--- src/rtl/rmsnorm_result_packer.sv ---
// -----------------------------------------------------------------------------
// rmsnorm_result_packer
//
// Output end of the RMSNORM result stream. Each 128-bit input beat holds four
// fp32 lanes. Every lane is rounded to bf16 (round-to-nearest-even) and the four
// bf16 values are packed into one 64-bit word, in the same lane layout RMSNORM
// consumes on its input. The upstream source cannot be stalled, so a small
// first-word-fall-through FIFO decouples it from a ready/valid sink. Beats that
// arrive while the FIFO is full are dropped and flagged with a sticky overflow.
// Every row of DATA_NUM beats is framed with m_tlast on its final word.
//
// Ports
//   clk          in   1    single clock, rising edge
//   rst_n        in   1    asynchronous active-low reset
//   stage_start  in   1    stage enable; its rising edge clears all state
//   in_tvalid    in   1    input beat valid (no ready: beat is taken or dropped)
//   in_tdata     in   128  lane k = in_tdata[32k+31:32k], fp32
//   m_tvalid     out  1    output word valid (FIFO not empty)
//   m_tready     in   1    downstream ready
//   m_tdata      out  64   lane k = m_tdata[16k+15:16k], bf16
//   m_tlast      out  1    last word of a row
//   overflow     out  1    sticky: a beat was dropped because the FIFO was full
//   row_done     out  1    1-cycle pulse after the tlast word is accepted
// -----------------------------------------------------------------------------
`timescale 1ns/1ps
`default_nettype none

module rmsnorm_result_packer #(
    parameter int DATA_NUM   = 192,
    parameter int FIFO_DEPTH = 16,
    parameter int ADDR_W     = 4
) (
    input  logic         clk,
    input  logic         rst_n,
    input  logic         stage_start,
    input  logic         in_tvalid,
    input  logic [127:0] in_tdata,
    output logic         m_tvalid,
    input  logic         m_tready,
    output logic [63:0]  m_tdata,
    output logic         m_tlast,
    output logic         overflow,
    output logic         row_done
);

    localparam int                CNT_W    = $clog2(DATA_NUM);
    localparam logic [CNT_W-1:0]  LAST_IDX = CNT_W'(DATA_NUM - 1);
    localparam int                ENTRY_W  = 65;  // {tlast, 4 x bf16}

    // -------------------------------------------------------------------------
    // fp32 -> bf16, round-to-nearest-even.
    // Adding 0x7FFF plus the lowest kept bit rounds the discarded half up on
    // ties only when the kept value is odd. A carry out of the mantissa rolls
    // into the exponent, so the largest finite values correctly become inf.
    // NaNs are made quiet and canonical so rounding can never turn one into inf.
    // -------------------------------------------------------------------------
    function automatic logic [15:0] fp32_to_bf16(input logic [31:0] f);
        logic [31:0] rounded;
        rounded = f + 32'h0000_7FFF + {31'd0, f[16]};
        if ((f[30:23] == 8'hFF) && (f[22:0] != 23'd0)) begin
            return {f[31], 15'h7FC0};
        end
        return rounded[31:16];
    endfunction

    // -------------------------------------------------------------------------
    // Clear detection: only the rising edge of stage_start clears, so holding
    // stage_start high for the whole stage does not keep the block in clear.
    // -------------------------------------------------------------------------
    logic stage_start_q;
    logic clear;

    assign clear = stage_start & ~stage_start_q;

    // NOTE: sequential state is written with non-blocking assignments only, so
    // every register samples the pre-edge value of every other register.
    always_ff @(posedge clk or negedge rst_n) begin
        if (!rst_n) begin
            stage_start_q <= 1'b0;
        end else begin
            stage_start_q <= stage_start;
        end
    end

    // -------------------------------------------------------------------------
    // Stage 1: convert and register one beat, tag it with its row position.
    // The row counter advances on every accepted input beat, including beats
    // later dropped at the FIFO, so framing never drifts after an overflow.
    // -------------------------------------------------------------------------
    logic             s1_valid;
    logic [63:0]      s1_data;
    logic             s1_last;
    logic [CNT_W-1:0] row_cnt;
    logic [63:0]      conv_data;

    always_comb begin
        conv_data = '0;
        for (int k = 0; k < 4; k++) begin
            conv_data[16*k +: 16] = fp32_to_bf16(in_tdata[32*k +: 32]);
        end
    end

    always_ff @(posedge clk or negedge rst_n) begin
        if (!rst_n) begin
            s1_valid <= 1'b0;
            s1_data  <= '0;
            s1_last  <= 1'b0;
            row_cnt  <= '0;
        end else if (clear) begin
            // Input is ignored in the clear cycle.
            s1_valid <= 1'b0;
            s1_last  <= 1'b0;
            row_cnt  <= '0;
        end else begin
            s1_valid <= in_tvalid;
            if (in_tvalid) begin
                s1_data <= conv_data;
                s1_last <= (row_cnt == LAST_IDX);
                row_cnt <= (row_cnt == LAST_IDX) ? '0 : row_cnt + 1'b1;
            end
        end
    end

    // -------------------------------------------------------------------------
    // Stage 2: first-word-fall-through FIFO.
    // Pointers carry one extra wrap bit so full and empty are distinguishable
    // with all FIFO_DEPTH entries in use.
    // -------------------------------------------------------------------------
    logic [ENTRY_W-1:0] mem [FIFO_DEPTH];
    logic [ADDR_W:0]    wr_ptr;
    logic [ADDR_W:0]    rd_ptr;
    logic               fifo_empty;
    logic               fifo_full;
    logic               push;
    logic               pop;
    logic               drop;
    logic [ENTRY_W-1:0] head;

    assign fifo_empty = (wr_ptr == rd_ptr);
    assign fifo_full  = (wr_ptr[ADDR_W] != rd_ptr[ADDR_W]) &&
                        (wr_ptr[ADDR_W-1:0] == rd_ptr[ADDR_W-1:0]);

    // A full FIFO still accepts a word when the head leaves in the same cycle.
    // Pop needs a non-empty FIFO, so an empty FIFO never forwards a word
    // combinationally: a pushed word appears at the output one edge later.
    assign pop  = m_tvalid & m_tready;
    assign push = s1_valid & (~fifo_full | pop);
    assign drop = s1_valid & fifo_full & ~pop;

    // NOTE: the storage array has no reset; the pointers alone define which
    // entries are meaningful, and outputs are gated while the FIFO is empty.
    always_ff @(posedge clk) begin
        if (push) begin
            mem[wr_ptr[ADDR_W-1:0]] <= {s1_last, s1_data};
        end
    end

    always_ff @(posedge clk or negedge rst_n) begin
        if (!rst_n) begin
            wr_ptr   <= '0;
            rd_ptr   <= '0;
            overflow <= 1'b0;
        end else if (clear) begin
            wr_ptr   <= '0;
            rd_ptr   <= '0;
            overflow <= 1'b0;
        end else begin
            if (push) begin
                wr_ptr <= wr_ptr + 1'b1;
            end
            if (pop) begin
                rd_ptr <= rd_ptr + 1'b1;
            end
            if (drop) begin
                overflow <= 1'b1;
            end
        end
    end

    // -------------------------------------------------------------------------
    // Outputs. The head entry is held until it is popped, so data and tlast
    // are stable while the sink stalls.
    // -------------------------------------------------------------------------
    assign head = mem[rd_ptr[ADDR_W-1:0]];

    // NOTE: every output of this combinational block gets a default first, so
    // no path leaves a signal unassigned and no latch is inferred.
    always_comb begin
        m_tvalid = 1'b0;
        m_tdata  = '0;
        m_tlast  = 1'b0;
        if (!fifo_empty) begin
            m_tvalid = 1'b1;
            m_tdata  = head[63:0];
            m_tlast  = head[64];
        end
    end

    // row_done reflects the downstream handshake on the tlast word, delayed
    // by one register so it never forms a combinational path from m_tready.
    always_ff @(posedge clk or negedge rst_n) begin
        if (!rst_n) begin
            row_done <= 1'b0;
        end else begin
            row_done <= pop & m_tlast;
        end
    end

endmodule

`default_nettype wire

--- config.mk ---
export PLATFORM = sky130hd
export DESIGN_NAME = rmsnorm_result_packer
export DESIGN_NICKNAME = d
export VERILOG_FILES = /design/src/rtl/rmsnorm_result_packer.sv
export SDC_FILE = /design/constraint.sdc
export NUM_CORES = 1
export LEC_CHECK = 0
export ABC_AREA = 1
export CAP_MARGIN = 20
export CORE_ASPECT_RATIO = 1.2
export CORE_MARGIN = 2
export CORE_UTILIZATION = 45
export CTS_CLUSTER_DIAMETER = 200
export DETAILED_ROUTE_END_ITERATION = 16
export RECOVER_POWER = 25
export SLEW_MARGIN = 0
export SYNTH_ARGS = -nofsm -noshare
export SYNTH_HDL_FRONTEND = slang
export SYNTH_SLANG_ARGS = --single-unit
--- constraint.sdc ---
create_clock -name clk -period 6.48 [get_ports clk]
set_input_delay 0.972 -clock clk [delete_from_list [all_inputs] [get_ports clk]]
set_output_delay 0.972 -clock clk [all_outputs]
set_load 0.05 [all_outputs]
==> impl_metrics.yaml, run 1 <==
run_status:
  status: "complete, but fails checks"
  violations: "max-capacitance violations, max-slew violations"
clock_tree:
  cts_resized: 0
  htree_num_levels: 3
  post-cts-setup-buffers: 0
  clockBufferDepth: 3
  cts_tree: "yes"
  clock-sinks: 1127
  path_clk_slew_ns: 0.06
  cts_made_buffers: 110
  hold_buffers: 0
  cts_root_buffer: "clkbuf_16"
  clk-insertion-delay-late_ns: 0.69
run:
  drv_cap: 1
setup_path:
  critPathBufInv: 4
  crit_arrival_ns: 4.62
  critPathTopFamily: "buffers and inverters"
  cp_slowest_stage_delay_ns: 1.05
  path_max_fanout: 161
  end_kind: "primary output"
  critical_path_class: "reg -> out"
  path_cells: "buf_12 > buf_4 > nor2_1 > nor2_1 > o21ai_1 > o21ai_1 > nand2_1 > nand2_1 > inv_1 > a21oi_1 > clkdlybuf4s50_1"
  crit_path_start: "rd_ptr[0]$_DFFE_PN0P_"
  r2r-start: "rd_ptr[1]$_DFFE_PN0P_"
  start_kind: "flop"
  critical-path-slowest-cell: "dfrtp_4"
  required_ns: 5.51
place:
  place.detailed.hpwl_um: 66100
  place_area_mm2: 0.0503
  routabilityCongestion: 0.852
  portBuffers: 200
cells_and_area:
  drive_above_1_share_pct: 6.92
  num-fill-cells: 8815
  fin_nets: 4382
  fin_area_mm2: 0.0539
  syn_to_final_growth_pct: 14.6
power:
  vdd_drop_max_uv: 307
  power_leakage_nw: 18.4
  p_per_area_mw_per_mm2: 395
synthesis:
  ys.warnings.count: 0
  synth_edf_count: 1040
  ys_seq_elements: 1127
  synthDistinctLibCells: 35
  synthCells: 4103
  synth_ff_type: "edfxtp_1"
  synth_most_common_cell: "edfxtp_1"
  async_flop_share_pct: 7.72
  syn_nets: 4242
  yosys-top-cells-area: "edfxtp_1, nor2_1, o21ai_0"
  synth_top_area_share_pct: 66.3
  ys_seq_area_share_pct: 71.0
  synth_area_leader_cell: "edfxtp_1"
  netlist_area_mm2: 0.0471
  avgSynthCellArea_um2: 11.5
  synth_commonest_cells: "edfxtp_1, nor2_1, nand2_1"
detailed_routing:
  wl_per_cell_um: 21.2
  vias: 31296
  vias_per_cell: 5.48
  wl_um: 121000
  first_pass_iters: 7
  route.detailed.drc: 0
  final_antenna_net_count: 0
  drt_iter0_drc: 2872
timing:
  hold_viol: 0
  setup_viol: 0
  period_share_pct: 86.3
  layout_min_cycle_time_ns: 5.59
  worstMarginPinSlew_ns: 2.58
  setup_tns_ns: 0
  relSlewSlack_pct: -71.9
  slew_viol_final: 44
  finClkSkew_ns: 0.0252
  rsz0062_at_grt: "false"
  fmax_ghz: 0.179
global_route:
  grt_max_degree: 179
  grt_pass1_vias: 30149
  antenna_found_initial: 3
  grtUsageTotal_pct: 22.3
  grt_pass1_wl_um: 182000
  overflow: 0
hold_path:
  worstHoldPathType: "reg -> reg"
  worstHoldStart: "row_cnt[1]$_DFFE_PN0P_"
floorplan:
  dieArea_mm2: 0.107
  fp.dieH_um: 358
  ios: 201
  num_rows: 129
  start_util_pct: 45.5
  core_area_mm2: 0.103
  die_x_um: 299
cells in the final DEF, fill, tap and decap left out, drive strengths merged, types with 3 or more instances in the layout:
cell / Yosys / final
nor2: 963 / 963
o21bai: 3 / 3
nand3b: 11 / 11
nand3: 139 / 139
a21oi: 80 / 80
ha: 6 / 6
buf: 128 / 60
bufinv: 0 / 6
or2: 13 / 13
a31oi: 8 / 8
nand2: 483 / 483
o21ai: 693 / 693
xnor2: 3 / 3
dfrtp: 87 / 87
o22ai: 3 / 3
clkdlybuf4s50: 0 / 198
o211ai: 132 / 132
nor3: 10 / 10
clkinvlp: 0 / 7
edfxtp: 1040 / 1040
xor2: 18 / 18
clkinv: 0 / 40
nand4: 14 / 14
clkbuf: 104 / 152
inv: 164 / 166
cell type report:
cell class | count | area, um2 | area share [%]
clock inverter | 55 | 494 | 0.917
sequential | 1127 | 33400 | 62.0
timing repair buffer | 260 | 2660 | 4.93
tap | 1375 | 1720 | 3.19
clock buffer | 151 | 3060 | 5.67
multi-input combinational | 2580 | 11900 | 22.1
inverter | 164 | 629 | 1.17
antenna | 1 | 2.50 | 0.00464
registers in the layout, summed over array words and instances, names as in the netlist:
signal and count:
stage_start_q 1, wr_ptr 5, s1_data 64, s1_last 1
mem 1040, overflow 1, row_cnt 8, s1_valid 1
row_done 1, rd_ptr 5
layer usage:
| metal | wire [um] | GRT usage (%) |
|---|---|---|
| met5 | 20 | 0 |
| met4 | 2640 | 5.93 |
| met3 | 8010 | 3.73 |
| met2 | 58700 | 37.6 |
| met1 | 51800 | 30.1 |
cell families (layout without fill, tap and decap cells):
family | count (synthesis) | after routing | synth area share (%)
AO/OA/AOI/OAI | 920 | 920 | 10.9
XOR/XNOR | 21 | 21 | 0.407
adder cells (fa/ha/maj) | 6 | 6 | 0.159
buffers and inverters | 396 | 630 | 3.94
flip-flops | 1127 | 1127 | 71.0
other | 0 | 1 | 0
AND/OR/NAND/NOR | 1633 | 1633 | 13.7
power breakdown:
group,internal [W],leakage [nW],switching (W)
clock,0.00355,1.73,0.00272
sequential,0.00832,10.4,0.000433
combinational,0.00186,6.23,0.00440
total,0.0137,18.4,0.00756
path summary, 6_finish.rpt:
kind | slack, ns | depth (start not counted) | end
max | 0.89 | 11 | m_tdata[8]
min | 0.54 | 1 | row_cnt[1]$_DFFE_PN0P_
max reg2reg | 2.54 | 8 | mem[14][40]$_DFFE_PP_
min reg2reg | 0.54 | 1 | row_cnt[1]$_DFFE_PN0P_
max in group asynchronous | 3.53 | 2 | rd_ptr[0]$_DFFE_PN0P_
min in group asynchronous | 1.08 | 1 | s1_data[8]$_DFFE_PN0P_
worst reg2reg max path, cell delays in order (launching register included):
cell and delay, ns:
dfrtp_4 1.08, xor2_1 0.23, nor2_2 0.07, nand3_1 0.08
nand2_1 0.20, inv_2 0.21, nand2_1 0.27, nor2_4 0.79
buf_4 0.60
stage by stage:
stage / worst slack, ns / utilization, % / hold slack [ns] / cells / power [W]
global placement: 1.60 / 48.7 / 0.513 / 5505 / 0.0152
finish: 0.889 / 52.1 / 0.542 / 5713 / 0.0213
CTS: 0.896 / 52.1 / 0.268 / 5711 / 0.0214
global route: 0.571 / 52.1 / 0.582 / 5712 / 0.0222
floorplan: 1.81 / - / 0.488 / 4103 / 0.0132
detailed placement: 1.65 / 48.7 / 0.534 / 5505 / 0.0152
Note: power is estimated with default switching activity, not from simulation.
==> inputs of run 2 (changes only) <==
Settings changed: SLEW_MARGIN 0 to default.
Clock period 6.48 ns to 7.19 ns, I/O delays scaled along.
==> run 2 against run 1 <==
Effect of this change:
- the flow now finishes without violations
- worst setup slack improved by 0.64 ns
- critical path type unchanged
- count of clock-buffer cells in the layout rose by 1
- die area did not move
- sequential cell count did not move
- register-to-register slack improved by 0.64 ns
- sequential share of layout area rose by 0.23 points
- wire length rose by 1.8%
- core utilization fell by 0.19 points
- non-clock buffer count fell by 2
- sequential power fell by 10%
- cell area fell by 0.37%
- critical path depth fell by 2
==> impl_metrics.yaml, run 2 (synthesis results as in run 1) <==
cells_and_area:
  diodes: 0
  final_cell_mix: "edfxtp_1, nor2_1, nand2_1, o21ai_0, o21ai_1"
  layout_commonest_cell: "edfxtp_1"
  drive_above_1_share_pct: 6.76
  largest_reg_flops: 1040
  num-fill-cells: 8878
  syn_to_final_growth_pct: 14.1
  fin_nets: 4379
global_route:
  grtUsageTotal_pct: 22.7
  grt_pass1_vias: 29927
  grt_use_met3_pct: 3.32
  groute.layer.met2.usage_pct: 37.5
  grt_pass1_wl_um: 184000
  antenna_found_initial: 3
  overflow: 0
  grt_busiest_layer: "met2"
  grtUsageMet1_pct: 31.9
  grt_max_degree: 177
timing:
  finalHoldWorstSlack_ns: 0.462
  setup_tns_ns: 0
  rsz0062_at_grt: "false"
  relSlewSlack_pct: 23.7
  slew_viol_final: 0
  period_share_pct: 78.7
  setup_viol: 0
  layout_min_cycle_time_ns: 5.66
  fmax_ghz: 0.177
  hold_viol: 0
  worstMarginPinSlew_ns: 1.14
  finClkSkew_ns: 0.0212
clock_tree:
  htree_num_levels: 3
  cts_resized: 0
  path_clk_slew_ns: 0.06
  post-cts-setup-buffers: 0
  cts_root_buffer: "clkbuf_16"
  clockBufferDepth: 3
  hold_buffers: 0
  clock-sinks: 1127
  cts_made_buffers: 109
  cts_tree: "yes"
  clk-insertion-delay-late_ns: 0.68
floorplan:
  dieArea_mm2: 0.107
  start_util_pct: 45.5
  die_x_um: 299
  core_area_mm2: 0.103
  num_rows: 129
  ios: 201
  fp.dieH_um: 358
setup_path:
  r2r-end: "mem[10][43]$_DFFE_PP_"
  crit_arrival_ns: 4.58
  end_kind: "primary output"
  path_max_fanout: 163
  rrSetupSlack_ns: 3.18
  reg2reg_depth: 8
  r2r-start: "rd_ptr[0]$_DFFE_PN0P_"
  start_kind: "flop"
  required_ns: 6.11
  critical_path_class: "reg -> out"
power:
  p_per_area_mw_per_mm2: 356
  power_leakage_nw: 18.4
  vdd_drop_max_uv: 268
detailed_routing:
  vias: 31513
  wl_per_cell_um: 21.6
  final_antenna_net_count: 0
  route.detailed.drc: 0
  vias_per_cell: 5.52
  drt_iter0_drc: 3165
  wl_um: 123000
  first_pass_iters: 5
run:
  drv_cap: 0
place:
  place.detailed.hpwl_um: 65200
  portBuffers: 200
  routabilityCongestion: 0.829
hold_path:
  worstHoldPathType: "in -> async"
run_status:
  status: "complete, no violations"
run 2: cell count changes in the layout (fill, tap and decap cells not counted):
| cell | previous run | this run |
|---|---|---|
| buf_4 | 43 | 48 |
| clkinv_2 | 22 | 27 |
| buf_12 | 17 | 11 |
| clkinv_8 | 1 | 2 |
| clkinv_1 | 15 | 17 |
| clkinv_16 | 1 | 0 |
| clkbuf_16 | 112 | 111 |
| clkbuf_1 | 29 | 30 |
| diode_2 | 1 | 0 |
| clkinvlp_4 | 7 | 1 |
| inv_16 | 1 | 0 |
| bufinv_16 | 6 | 5 |
| inv_6 | 4 | 2 |
run 2: worst max path at each step:
stage,from,end,slack (ns),cells past startpoint
finish,rd_ptr[0]$_DFFE_PN0P_,m_tdata[40],1.53,9
global route,rd_ptr[0]$_DFFE_PN0P_,m_tdata[43],1.26,9
CTS,rd_ptr[0]$_DFFE_PN0P_,m_tdata[40],1.51,9
detailed placement,rd_ptr[0]$_DFFE_PN0P_,m_tdata[41],2.27,9
global placement,rd_ptr[0]$_DFFE_PN0P_,m_tdata[40],2.26,9
floorplan,m_tready,mem[0][0]$_DFFE_PP_,2.41,6
run 2: final cells by class:
cell class,count,area [um2],share of cell area [%]
Timing Repair Buffer,258,2570,4.79
Clock buffer,152,3040,5.66
Clock inverter,52,400,0.745
Inverter,164,629,1.17
Tap cell,1375,1720,3.20
Sequential cell,1127,33400,62.2
Multi-Input combinational cell,2580,11900,22.2
run 2: metrics by stage:
| step | cell area [um2] | power [W] | std cells | util (%) | setup WS [ns] |
|---|---|---|---|---|---|
| global route | 53700 | 0.0199 | 5708 | 51.9 | 1.26 |
| floorplan | 47100 | 0.0119 | 4103 | - | 2.41 |
| global placement | 50300 | 0.0137 | 5503 | 48.6 | 2.26 |
| finish | 53700 | 0.0191 | 5708 | 51.9 | 1.53 |
| detailed placement | 50300 | 0.0137 | 5504 | 48.6 | 2.27 |
| CTS | 53700 | 0.0192 | 5708 | 51.9 | 1.51 |
run 2: report_power, final:
group / switching, W / internal [W]
clock: 0.00240 / 0.00312
sequential: 0.000379 / 0.00750
combinational: 0.00403 / 0.00166
total: 0.00681 / 0.0123
run 2: layer usage:
| metal | routed length, um | vias up | share of wire (%) |
|---|---|---|---|
| li1 | - | 14667 | - |
| met3 | 8660 | 138 | 7.0 |
| met5 | 10 | - | 0.0081 |
| met2 | 58500 | 1082 | 47 |
| met4 | 2270 | 2 | 1.8 |
| met1 | 53900 | 15624 | 44 |
run 2: worst max-delay path: stages (launching register included):
cell and delay, ns:
dfrtp_4 0.76, inv_8 0.78, buf_4 0.64, o21ai_0 0.17
o21ai_1 0.11, nand2_1 0.06, nand2_1 0.10, inv_1 0.05
a21oi_2 0.19, clkdlybuf4s50_1 0.85
